File: src/rtl/mem_arbiter_pkg.sv
// Shared constants and encodings for the I/D memory arbiter.
package mem_arbiter_pkg;

  localparam int unsigned WORD_SIZE  = 16;
  localparam int unsigned LINE_WORDS = 4;

  // Arbiter FSM states, 2-bit encoding.
  typedef enum logic [1:0] {
    IDLE    = 2'd0,
    GRANT_I = 2'd1,
    GRANT_D = 2'd2,
    DONE    = 2'd3
  } state_t;

  // Which requester won the most recent grant.
  typedef enum logic {
    LAST_I = 1'b0,
    LAST_D = 1'b1
  } last_t;

endpackage

File: src/rtl/mem_arbiter_sat_counter16.sv
// 16-bit event counter with enable and synchronous reset; sticks at all-ones.
module sat_counter16 (
  input  logic        clk,
  input  logic        reset,
  input  logic        en,
  output logic [15:0] count
);

  // Count enabled cycles, holding once the maximum is reached.
  always_ff @(posedge clk) begin
    if (reset) begin
      count <= '0;
    end else if (en && (count != 16'hFFFF)) begin
      count <= count + 16'd1;
    end
  end

endmodule

File: src/rtl/mem_arbiter.sv
// Two-requester (I-cache / D-cache) arbiter in front of a single line-wide
// memory port. Alternates on contention, one access in flight at a time.
module mem_arbiter #(
  parameter int unsigned WORD_SIZE  = mem_arbiter_pkg::WORD_SIZE,
  parameter int unsigned LINE_WORDS = mem_arbiter_pkg::LINE_WORDS
) (
  input  logic                            clk,
  input  logic                            reset,
  input  logic                            i_req,
  input  logic [WORD_SIZE-1:0]            i_addr,
  output logic                            i_ready,
  output logic [WORD_SIZE*LINE_WORDS-1:0] i_rdata,
  input  logic                            d_req,
  input  logic                            d_we,
  input  logic [WORD_SIZE-1:0]            d_addr,
  input  logic [WORD_SIZE*LINE_WORDS-1:0] d_wdata,
  output logic                            d_ready,
  output logic [WORD_SIZE*LINE_WORDS-1:0] d_rdata,
  output logic                            mem_req,
  output logic                            mem_we,
  output logic [WORD_SIZE-1:0]            mem_addr,
  output logic [WORD_SIZE*LINE_WORDS-1:0] mem_wdata,
  input  logic                            mem_ack,
  input  logic [WORD_SIZE*LINE_WORDS-1:0] mem_rdata,
  output logic [15:0]                     i_grant_cnt,
  output logic [15:0]                     d_grant_cnt
);

  import mem_arbiter_pkg::*;

  state_t state;
  last_t  last_grant;
  logic   grant_i;
  logic   grant_d;

  // Grant decision, only meaningful in IDLE; ties go to whoever lost last time.
  always_comb begin
    grant_i = 1'b0;
    grant_d = 1'b0;
    if (state == IDLE) begin
      if (i_req && d_req) begin
        grant_d = (last_grant == LAST_I);
        grant_i = (last_grant == LAST_D);
      end else begin
        grant_i = i_req;
        grant_d = d_req;
      end
    end
  end

  // Arbiter FSM with registered memory-port and ready outputs.
  always_ff @(posedge clk) begin
    if (reset) begin
      state      <= IDLE;
      last_grant <= LAST_I;
      mem_req    <= 1'b0;
      mem_we     <= 1'b0;
      mem_addr   <= '0;
      mem_wdata  <= '0;
      i_ready    <= 1'b0;
      d_ready    <= 1'b0;
      i_rdata    <= '0;
      d_rdata    <= '0;
    end else begin
      i_ready <= 1'b0;
      d_ready <= 1'b0;
      case (state)
        IDLE: begin
          if (grant_d) begin
            state      <= GRANT_D;
            last_grant <= LAST_D;
            mem_req    <= 1'b1;
            mem_we     <= d_we;
            mem_addr   <= d_addr;
            mem_wdata  <= d_wdata;
          end else if (grant_i) begin
            state      <= GRANT_I;
            last_grant <= LAST_I;
            mem_req    <= 1'b1;
            mem_we     <= 1'b0;
            mem_addr   <= i_addr;
            mem_wdata  <= '0;
          end
        end
        GRANT_I: begin
          if (mem_ack) begin
            state   <= DONE;
            mem_req <= 1'b0;
            i_ready <= 1'b1;
            i_rdata <= mem_rdata;
          end
        end
        GRANT_D: begin
          if (mem_ack) begin
            state   <= DONE;
            mem_req <= 1'b0;
            d_ready <= 1'b1;
            if (!mem_we) begin
              d_rdata <= mem_rdata;
            end
          end
        end
        DONE: begin
          state <= IDLE;
        end
        default: begin
          state <= IDLE;
        end
      endcase
    end
  end

  sat_counter16 u_i_cnt (
    .clk   (clk),
    .reset (reset),
    .en    (grant_i),
    .count (i_grant_cnt)
  );

  sat_counter16 u_d_cnt (
    .clk   (clk),
    .reset (reset),
    .en    (grant_d),
    .count (d_grant_cnt)
  );

endmodule

File: config.mk
export PLATFORM = sky130hd
export DESIGN_NAME = mem_arbiter
export DESIGN_NICKNAME = d
export VERILOG_FILES = /design/src/rtl/mem_arbiter_pkg.sv /design/src/rtl/mem_arbiter_sat_counter16.sv /design/src/rtl/mem_arbiter.sv
export SDC_FILE = /design/constraint.sdc
export NUM_CORES = 1
export LEC_CHECK = 0
export ABC_AREA = 1
export CAP_MARGIN = 20
export CORE_AREA = 2 2 158 160
export CTS_CLUSTER_DIAMETER = 200
export CTS_CLUSTER_SIZE = 8
export DETAILED_ROUTE_END_ITERATION = 16
export DIE_AREA = 0 0 160 162
export GPL_ROUTABILITY_DRIVEN = 0
export PLACE_DENSITY = 0.79
export SETUP_SLACK_MARGIN = 0.5
export SLEW_MARGIN = 20
export SYNTH_ARGS = -nofsm -noshare
export SYNTH_HDL_FRONTEND = slang
export SYNTH_SLANG_ARGS = --single-unit
export TNS_END_PERCENT = 20
File: constraint.sdc
create_clock -name clk -period 5 [get_ports clk]
set_clock_uncertainty 0.15 [all_clocks]
set_input_delay 0.5 -clock clk [delete_from_list [all_inputs] [get_ports clk]]
set_output_delay 0.5 -clock clk [all_outputs]
set_load 0.02 [all_outputs]
---- After elaboration in Yosys (flattened, before gate mapping) ----
Index checks and enable logic that the tools add are counted.
cells by class
  $add $sub $neg .......................... 2
  equal/unequal tests ..................... 7
  muxes and demuxes ....................... 20
  bitwise operators ....................... 4
  reduce and logical (&&, ||, !) cells .... 14
operators with widths
  operator               number
  $mux 64                2
  $add 16x1->16 const B  2
  $mux 16                2
  $ne 16x16->1 const B   2
  $mux 1                 11
  $mux 2                 3
  $pmux 2 s3             1
  $reduce_and 2->1       3
  $reduce_and 3->1       2
  $reduce_or 2->1        3
  $eq 2x2->1 const B     2
  $not 1->1              4
  $reduce_bool 2->1      2
  $logic_and 1x1->1      3
  $ne 3x1->1 const B     1
  $eq 2x1->1 const B     1
  $logic_not 2->1        1
  $ne 2x1->1 const B     1
  $pmux 1 s2             1
word-level totals
  bits in registers ....................... 247
  input port bits ......................... 166
  output and inout port bits .............. 244
  logic and storage cells ................. 59

---- Logic depth before layout (Yosys ltp) ----
Gate-level depths: netlist of the first run.
  depth in word-level cells ............... 6
  depth in mapped cells ................... 12
  mapped depth without buffers ............ 12

---- Cells and area by module ----
From an unflattened synthesis of the first run, not the netlist that was laid out.
unflattened totals
  cells, all modules ...................... 1305
  area total of the unflattened synthesis .. 9671.8 um2
modules (own cells, without submodules)
  module                    instances  cells each  area each (um2)  seq. area each (um2)
  mem_arbiter               1          998         7768.7           4304.1
  sat_counter16 at u_i_cnt  1          158         973.4            320.3
  sat_counter16 at u_d_cnt  1          149         929.6            320.3

---- Worst setup path after synthesis of the first run ----
OpenSTA, ideal clock, no wires.
  path kind ............................... flip-flop to flip-flop
  start point ............................. register u_i_cnt.count[0]
  end point ............................... register u_i_cnt.count[11]
  setup time .............................. 0.134 ns
  arrival ................................. 1.544 ns
  required time ........................... 4.716 ns
  slack ................................... 3.172 ns
  stages on the path, launching flop included .. 10
  buffers on the path ..................... 1
  period minus slack after synthesis ...... 1.828 ns
  path through ............................ dfxtp_1 > ha_1 > nand3_1 > inv_1 > nand3_1 > nand2_4 > nand2_4 > buf_4 > nand2_1 > a21oi_1
between the ends
  word-level cells in the longest chain between the ends .. 2
  elaborated cells between the ends (all ways) .. 3
  classes of those cells .................. add/sub (1); eq/ne (1); reduce/logical (1)
ends and longest elaborated chain
  element                                                                line                             RTL
  start, declared                                                        mem_arbiter_sat_counter16.sv:6   output logic [15:0] count
  start signal, assigned                                                 mem_arbiter_sat_counter16.sv:14  count <= count + 16'd1;
  parallel branches: the longest is 2 deep, another holds $add 16x1->16  n/a
Several ways; the timed one is not identified.
A chain may end at the register's enable or synchronous reset.

---- Worst setup path after layout of the first run ----
  start point ............................. register state[0]
  end point ............................... register d_rdata[26]
between the ends
  word-level cells in the longest chain between the ends .. 2
ends and longest elaborated chain
  element                     line               RTL
  start, declared             mem_arbiter.sv:31  state_t state;
  start signal, assigned      mem_arbiter.sv:54  state <= IDLE;
  start signal, assigned      mem_arbiter.sv:70  state <= GRANT_D;
  start signal, assigned      mem_arbiter.sv:77  state <= GRANT_I;
  $eq 2x2->1                  mem_arbiter.sv:67  case (state)
  $reduce_and 3->1 (no line)  n/a
  end signal, assigned        mem_arbiter.sv:99  d_rdata <= mem_rdata;
  end, declared               mem_arbiter.sv:18  output logic [WORD_SIZE*LINE_WORDS-1:0] d_rdata,
Every way passes these cells.

==> flow_metrics.tcl, run 1 <==
set metrics [dict create \
    critPathBufInv 3 \
    synth-edff-count 0 \
    power.leakage_nw 5.68 \
    synth_compound_area_share_pct 12.2 \
    path_class "reg -> reg" \
    synth_top_family_by_area "simple AND/OR/NAND/NOR gates" \
    grt_usage_pct 24.5 \
    grt.overflow.total 0 \
    netlist_top_cells_count "nor2_1, nand2_1, dfxtp_1" \
    ir_drop_mv 0.287 \
    ant_nets 0 \
    grt_max_degree 97 \
    vias 9946 \
    netlist-cell-type-count 33 \
    synth_area_leader_cell "dfxtp_1" \
    drt-initial-drc-count 706 \
    worstMarginPinSlew_ns 1.06 \
    path_common_cell "nor2_1" \
    syn_area_mm2 0.00953 \
    die_area_mm2 0.0259 \
    critPathSlowestCell "clkinv_2" \
    clock_sinks 247 \
    hold_path.class "reg -> reg" \
    synthSimpleGateAreaFrac_pct 28.4 \
    place_ws_ns 2.06 \
    die_x_um 160 \
    grt_pass1_wl_um 51000 \
    cts_tree "built" \
    final_net_count 1854 \
    status "complete, no violations" \
    synth_seq_area_share_pct 51.9 \
    area_growth_syn_to_layout_pct 54.0 \
    cts_root_buffer "clkbuf_16" \
    slew_headroom_pct 29.5 \
    avgSynthCellArea_um2 7.30 \
    portBuffers 409 \
    num-fill-cells 2112 \
    yosysMostFrequentCell "nor2_1" \
    path_clk_slew_ns 0.05 \
    synth_mux_area_share_pct 0 \
    wl_met2_um 15800 \
    m1WireLength_um 12600 \
    final_cell_area_mm2 0.0147 \
    setup_tns_ns 0 \
    crit_required_ns 5.23 \
    first_global_vias 9572 \
    p_per_area_mw_per_mm2 457 \
    rsz0062_at_grt "no" \
    ys.flop_type "dfxtp_1" \
    met3_length_um 3450 \
    crit_chain "inv_1 -> ha_1 -> nand2_1 -> nor2_4 -> buf_4 -> clkinv_2 -> nor2_1 -> nor2_1" \
    hold_viol 0 \
    post-cts-setup-buffer-count 0 \
    drive_above_1_share_pct 4.04 \
    slew_violations 0 \
    via_per_inst 4.95 \
    crit_path_max_incr_delay_ns 0.89 \
    wirelength_um 33300 \
    core.rowCount 57 \
    cts.path.max_buffers 3 \
    cts-hold-fix-buffers 0 \
    post_drt_wl_per_cell_um 16.5 \
    async_flop_share_pct 0 \
    numCtsBuffers 36 \
    antenna_found_initial 3 \
    setup_ws_ns 2.10 \
    cts_max_level 2 \
    cp-end-kind "flop" \
    min_period_ns 2.90 \
    dpl_cell_area_mm2 0.0137 \
    initial_utilization_pct 39.5 \
    worst-path-max-fanout 65 \
    ys_seq_elements 247 \
    startpoint_type "flop" \
    yosys-top-cells-area "dfxtp_1, nor2_1, nand2_1" \
    max_freq_mhz 345 \
    stdcell_count 2010 \
    setup_viol 0 \
    clk_latency_ns 0.50 \
    pin_count 410 \
    crit_family "buffers and inverters" \
    dp_hpwl_um 23100 \
    coreArea_mm2 0.0241 \
    dp_cells 1968 \
    yosys_warnings 0 \
    arrival_ns 3.13 \
    syn-num-nets 1477 \
    syn_inst 1305 \
    cts_resized 0 \
    cp_num_cells 8 \
    top_layer_used "met4" \
    cap_violations 0 \
    first_pass_iters 4 \
    synthDominantCellAreaShare_pct 51.9 \
    synth_xor_area_share_pct 1.10 \
    yosys.area_share.adder_pct 0.788 \
    r2r_cells 8 \
    drt_drc_violations_left 0 \
    die-height_um 162 \
    holdPathStages 2 \
    finalCritPeriodShare_pct 58.0 \
]
[metrics by stage]
stage | hold slack, ns | total power [W] | utilization (%)
after floorplan | 0.307 | 0.00366 | -
after global placement | 0.298 | 0.00462 | 57.0
after detailed placement | 0.302 | 0.00465 | 57.0
after CTS | 0.311 | 0.00676 | 60.9
after global routing | 0.325 | 0.00706 | 60.9
final | 0.309 | 0.00670 | 60.9
[sequential cells by signal (all words and copies together), names as in the netlist]
| signal | cells |
|---|---|
| d_rdata | 64 |
| i_rdata | 64 |
| mem_wdata | 64 |
| mem_addr | 16 |
| u_d_cnt.count | 16 |
| u_i_cnt.count | 16 |
| state | 2 |
| d_ready | 1 |
| i_ready | 1 |
| last_grant | 1 |
| mem_req | 1 |
| mem_we | 1 |
[cells by family after synthesis]
logic type,Yosys count
flip-flops,247
adder cells (fa/ha/maj),6
buffers and inverters,127
AO/OA/AOI/OAI,231
AND/OR/NAND/NOR,682
XOR/XNOR,12
[layout make-up]
class                   count  area, µm²  share of cell area, %
diodes                      3       7.51                 0.0511
flip-flops and latches    247       4940                   33.7
inverters                  51        200                   1.36
clock inverters             2       25.0                  0.170
well taps                 324        405                   2.76
repair buffers            415       4140                   28.2
multi-input cells         931       4060                   27.6
clock buffers              37        905                   6.16
[report_power, final]
part | leakage, nW | switching (W) | internal [W]
registers | 2.01 | 0.000184 | 0.00230
clock network | 0.456 | 0.000812 | 0.00127
logic | 3.21 | 0.00126 | 0.000884
total | 5.68 | 0.00226 | 0.00445
[worst register-to-register path, delay by kind of cell, from the launching register on]
kind | cells | cell delay, ns
adder cells (fa/ha/maj) | 1 | 0.16
buffers and inverters | 3 | 1.49
AND/OR/NAND/NOR | 4 | 0.64
flip-flops | 1 | 0.34
[worst paths after layout]
check | start | to | slack (ns)
setup / recovery | state[0] | d_rdata[26] | 2.10
hold / removal | mem_wdata[31] | mem_wdata[31] | 0.31
setup reg to reg | state[0] | d_rdata[26] | 2.10
hold reg to reg | mem_wdata[31] | mem_wdata[31] | 0.31
[routing by layer]
metal,track usage (%),vias up
li1,-,4891
met5,0,-
met1,27.4,4550
met4,11.0,0
met2,41.7,437
met3,9.37,68
[placed cells by master (no fill, tap or decap), drive strengths merged]
cell type	Yosys	routed
a21oi	90	90
nand2	313	313
diode	0	3
nand3b	1	1
xor2	5	5
xnor2	7	7
or2	1	1
nor2	314	314
nand3	40	40
and3b	1	1
ha	6	6
clkinv	1	2
buf	26	7
clkbuf	50	37
dfxtp	247	247
o21ai	141	141
nor3	2	2
inv	50	51
nand4	9	9
nor3b	1	1
clkdlybuf4s50	0	408
Note: power is estimated with default switching activity, not from simulation.
==> run 2: changes to the inputs <==
- CORE_AREA: 2 2 158 160 -> 2 2 159 161
- DIE_AREA: 0 0 160 162 -> 0 0 161 163
- clock period: 5 -> 3.01 ns (I/O delays scaled with it)
==> run 2 against run 1 <==
  * Count of clock-buffer cells in the layout unchanged
  * Fmax is 27% higher
  * Die area rose by 1.2%
  * Sequential power increased by 66%
  * Combinational power increased by 70%
  * Register-to-register slack worse by 1.4 ns
  * Non-clock buffer count is 7 higher
  * Design area is 0.76% higher
  * Largest power group unchanged
  * Highest routed layer unchanged
==> flow_metrics.tcl, run 2 (synthesized netlist as in run 1, its figures left out) <==
set metrics [dict create \
    grt_util_met3_pct 9.57 \
    dp_hpwl_um 23100 \
    grt_usage_pct 23.9 \
    rr_startpoint "state[0]" \
    drt_drc_violations_left 0 \
    drt-initial-drc-count 661 \
    ff_latch_area_mm2 0.00494 \
    finish.utilization_pct 59.9 \
    num-fill-cells 2113 \
    crit_family "buffers and inverters" \
    crit_path_max_incr_delay_ns 0.38 \
    path_clk_slew_ns 0.05 \
    worstHoldEndpoint "mem_addr[15]" \
    arrival_ns 2.53 \
    grt_max_degree 95 \
    min-delay-start "reset" \
    worstMarginPinSlew_ns 1.03 \
    cts-hold-fix-buffers 0 \
    startpoint_type "flop" \
    antenna_cells 0 \
    hold_viol 0 \
    initial_utilization_pct 38.6 \
    holdPathStages 4 \
    slew_violations 0 \
    reg_top3 "d_rdata: 64 flops, i_rdata: 64 flops, mem_wdata: 64 flops" \
    antenna_found_initial 1 \
    cts.path.max_buffers 3 \
    cts_tree "built" \
    crit_chain "inv_1 -> ha_1 -> nand3_2 -> inv_2 -> buf_4 -> nand2_1 -> a21oi_1" \
    r2r-end "mem_wdata[34]" \
    busiest_layer "met2" \
    status "complete, no violations" \
    critPathBufInv 3 \
    cts_max_level 2 \
    setup_viol 0 \
    ir_drop_mv 0.502 \
    pin_count 410 \
    min_period_ns 2.28 \
    die_area_mm2 0.0262 \
    finalCritPeriodShare_pct 75.8 \
    max_freq_mhz 438 \
    mostFrequentLayoutCell "clkdlybuf4s50_1" \
    slew_headroom_pct 31.2 \
    r2r_cells 7 \
    use_met1_pct 25.7 \
    die_x_um 161 \
    grt_pass1_wl_um 50000 \
    p_per_area_mw_per_mm2 758 \
    clock_sinks 247 \
    power.leakage_nw 5.74 \
    coreArea_mm2 0.0247 \
    cap_violations 0 \
    core.rowCount 58 \
    setup_tns_ns 0 \
    rsz0062_at_grt "no" \
    post-cts-setup-buffer-count 0 \
    drive_above_1_share_pct 4.44 \
    worst_hold_slack_ns 0.165 \
    ant_nets 0 \
    wirelength_um 33000 \
    cts_resized 0 \
    cts_root_buffer "clkbuf_16" \
    post_drt_wl_per_cell_um 16.3 \
    grt.overflow.total 0 \
    area_growth_syn_to_layout_pct 55.2 \
    final_cell_area_mm2 0.0148 \
    cp-end-kind "flop" \
    portBuffers 409 \
    first_pass_iters 7 \
    numCtsBuffers 36 \
    clk_latency_ns 0.50 \
    first_global_vias 9483 \
    path_class "reg -> reg" \
    total_power_w 0.0112 \
    gr-usage-met2_pct 41.9 \
    die-height_um 163 \
    rrSetupSlack_ns 0.73 \
    crit_required_ns 3.26 \
    final_net_count 1861 \
    worst-path-max-fanout 28 \
    via_per_inst 4.93 \
    multi_input_area_mm2 0.00406 \
    critPathSlowestCell "inv_2" \
    hold_path.class "in -> reg" \
    vias 9954 \
    mostFrequentLayoutCells "clkdlybuf4s50_1, nor2_1, nand2_1, dfxtp_1, o21ai_0" \
    dpl_cell_area_mm2 0.0139 \
]
[run 2: layer usage]
metal  wire length [µm]  vias up
li1                   -     4886
met1              12300     4554
met2              16000      427
met3               3450       87
met4               1320        0
met5                  0        -
[run 2: through the flow]
step	worst slack, ns	cells
6_report	0.729	2020
5_1_grt	0.566	2020
4_1_cts	0.758	2020
3_5_place_dp	0.753	1981
3_3_place_gp	0.857	1981
2_1_floorplan	1.18	1305
[run 2: worst max-delay path by stage]
stage | startpoint | end | slack [ns] | depth (start not counted)
after global routing | state[0] | mem_wdata[39] | 0.57 | 7
after detailed placement | i_req | mem_wdata[39] | 0.75 | 7
final | state[0] | mem_wdata[34] | 0.73 | 7
after global placement | d_req | mem_wdata[33] | 0.86 | 6
after floorplan | u_i_cnt.count[0] | u_i_cnt.count[11] | 1.18 | 9
after CTS | state[0] | mem_wdata[39] | 0.76 | 7
[run 2: power by group]
group	leakage, nW	internal (W)	switching [W]	total (W)
registers	2.01	0.00381	0.000295	0.00411
logic	3.27	0.00152	0.00212	0.00364
clock network	0.456	0.00211	0.00135	0.00346
total	5.74	0.00744	0.00377	0.0112
[run 2: cell type report]
type                    count  share of cell area [%]
clock buffers              37                    6.12
multi-input cells         931                    27.4
well taps                 330                    2.79
clock inverters             2                   0.169
repair buffers            422                    28.7
flip-flops and latches    247                    33.4
inverters                  51                    1.33
[run 2: worst reg2reg max path: cells and delay by family, from the launching register on]
family / cells / cell delay, ns
fa+ha+maj: 1 / 0.31
simple gates: 2 / 0.36
buf+inv: 3 / 0.88
compound gates: 1 / 0.17
flops: 1 / 0.33
==> run 3: changes to the inputs <==
- clock period: 3.01 -> 2.3 ns (I/O delays scaled with it)
==> run 3 against run 2 <==
  * First-iteration DRC count is 10% higher
  * Sequential share of layout area is 0.91 points lower
  * Critical path depth is 6 lower
  * Wire length is 2.6% higher
  * Non-clock buffer count is 24 higher
  * Total power is 35% higher
  * Worst hold slack worse by 0.0099 ns
  * Design area is 3.2% higher
  * Sequential cell count stayed put
  * Largest cell class unchanged
==> flow_metrics.tcl, run 3 (synthesized netlist as in run 1, its figures left out) <==
set metrics [dict create \
    min_period_ns 1.89 \
    path_clk_slew_ns 0.05 \
    post_drt_wl_per_cell_um 16.6 \
    slew_violations 0 \
    setup_ws_ns 0.413 \
    numCtsBuffers 36 \
    slew_headroom_pct 32.2 \
    p_per_area_mw_per_mm2 993 \
    mostFrequentLayoutCells "clkdlybuf4s50_1, nor2_1, nand2_1, dfxtp_1, o21ai_0" \
    core.rowCount 58 \
    reg_top3 "d_rdata: 64 flops, i_rdata: 64 flops, mem_wdata: 64 flops" \
    worstMarginPinSlew_ns 1.02 \
    area_growth_syn_to_layout_pct 60.1 \
    power.leakage_nw 6.51 \
    ant_nets 0 \
    die_x_um 161 \
    coreArea_mm2 0.0247 \
    hold_viol 0 \
    vias 10100 \
    initial_utilization_pct 38.6 \
    critPathBufInv 1 \
    via_per_inst 4.94 \
    setup_tns_ns 0 \
    status "complete, no violations" \
    cts_root_buffer "clkbuf_16" \
    drt-initial-drc-count 730 \
    min-delay-start "d_wdata[18]" \
    critPathLaunch "mem_wdata[46]" \
    final_net_count 1886 \
    r2r_cells 12 \
    cts_max_level 2 \
    startpoint_type "flop" \
    arrival_ns 1.51 \
    num-fill-cells 2073 \
    antenna_found_initial 1 \
    rr_startpoint "state[0]" \
    setup_viol 0 \
    ir_drop_mv 0.838 \
    first_pass_iters 5 \
    grt_max_degree 95 \
    cp-end-kind "output pin" \
    place_ws_ns 0.314 \
    cap_violations 0 \
    die_area_mm2 0.0262 \
    total_power_w 0.0152 \
    dp_hpwl_um 23100 \
    first_global_vias 9569 \
    cts_tree "built" \
    die-height_um 163 \
    crit_chain "clkdlybuf4s50_1" \
    finalCritPeriodShare_pct 82.1 \
    final_cell_area_mm2 0.0153 \
    hold_path.class "in -> reg" \
    clk_latency_ns 0.50 \
    critPathSlowestCell "clkdlybuf4s50_1" \
    portBuffers 409 \
    cts.path.max_buffers 3 \
    crit_required_ns 1.92 \
    wirelength_um 33900 \
    grt.overflow.total 0 \
    pin_count 410 \
    dpl_cell_area_mm2 0.0139 \
    path_class "reg -> out" \
    crit_path_max_incr_delay_ns 0.69 \
    drive_above_1_share_pct 7.00 \
    crit_family "buffers and inverters" \
    grt_usage_pct 24.5 \
    grt_pass1_wl_um 51300 \
    worstHoldEndpoint "mem_wdata[18]" \
    clock_sinks 247 \
    max_freq_mhz 530 \
    worst-path-max-fanout 2 \
    worst_hold_slack_ns 0.155 \
    mostFrequentLayoutCell "clkdlybuf4s50_1" \
    rsz0062_at_grt "yes" \
    r2r-end "state[0]" \
    holdPathStages 3 \
    drt_drc_violations_left 0 \
    rrSetupSlack_ns 0.55 \
]
==> run 3: stage by stage <==
stage	instances	util, %
global route	2046	61.9
finish	2046	61.9
global placement	1983	56.5
detailed placement	1983	56.5
CTS	2035	60.9
floorplan	1305	-
==> run 3: layout make-up <==
| type | count | area (µm²) | area share (%) |
|---|---|---|---|
| multi-input cells | 932 | 4140 | 27.1 |
| clock inverters | 2 | 25.0 | 0.164 |
| inverters | 51 | 214 | 1.40 |
| diodes | 1 | 2.50 | 0.0164 |
| flip-flops and latches | 247 | 4960 | 32.5 |
| clock buffers | 37 | 905 | 5.93 |
| repair buffers | 446 | 4600 | 30.1 |
| well taps | 330 | 413 | 2.71 |
==> run 3: worst max path at each step <==
stage | end | slack [ns] | cells past startpoint
floorplan | u_i_cnt.count[11] | 0.51 | 9
global placement | u_d_cnt.count[15] | 0.36 | 6
detailed placement | u_d_cnt.count[6] | 0.31 | 7
CTS | d_grant_cnt[8] | 0.35 | 1
global route | mem_wdata[46] | 0.38 | 1
finish | mem_wdata[46] | 0.41 | 1
==> run 3: what timing repair did <==
item	in CTS	in global routing
buffers inserted	10	9
setup endpoints to repair	354	320
gates cloned	2	1
hold buffers	1	0
resized for setup	36	55
pin swaps	3	5
hold endpoints to repair	11	0
==> run 3: metal layers <==
metal  track usage [%]  wire, µm
met1              26.9     12500
met2              42.3     16600
met3              9.75      3570
met4              9.94      1200
met5                 0         0
==> run 3: report_power, final <==
part	internal [W]	switching, W
clock network	0.00276	0.00176
logic	0.00233	0.00292
registers	0.00500	0.000394
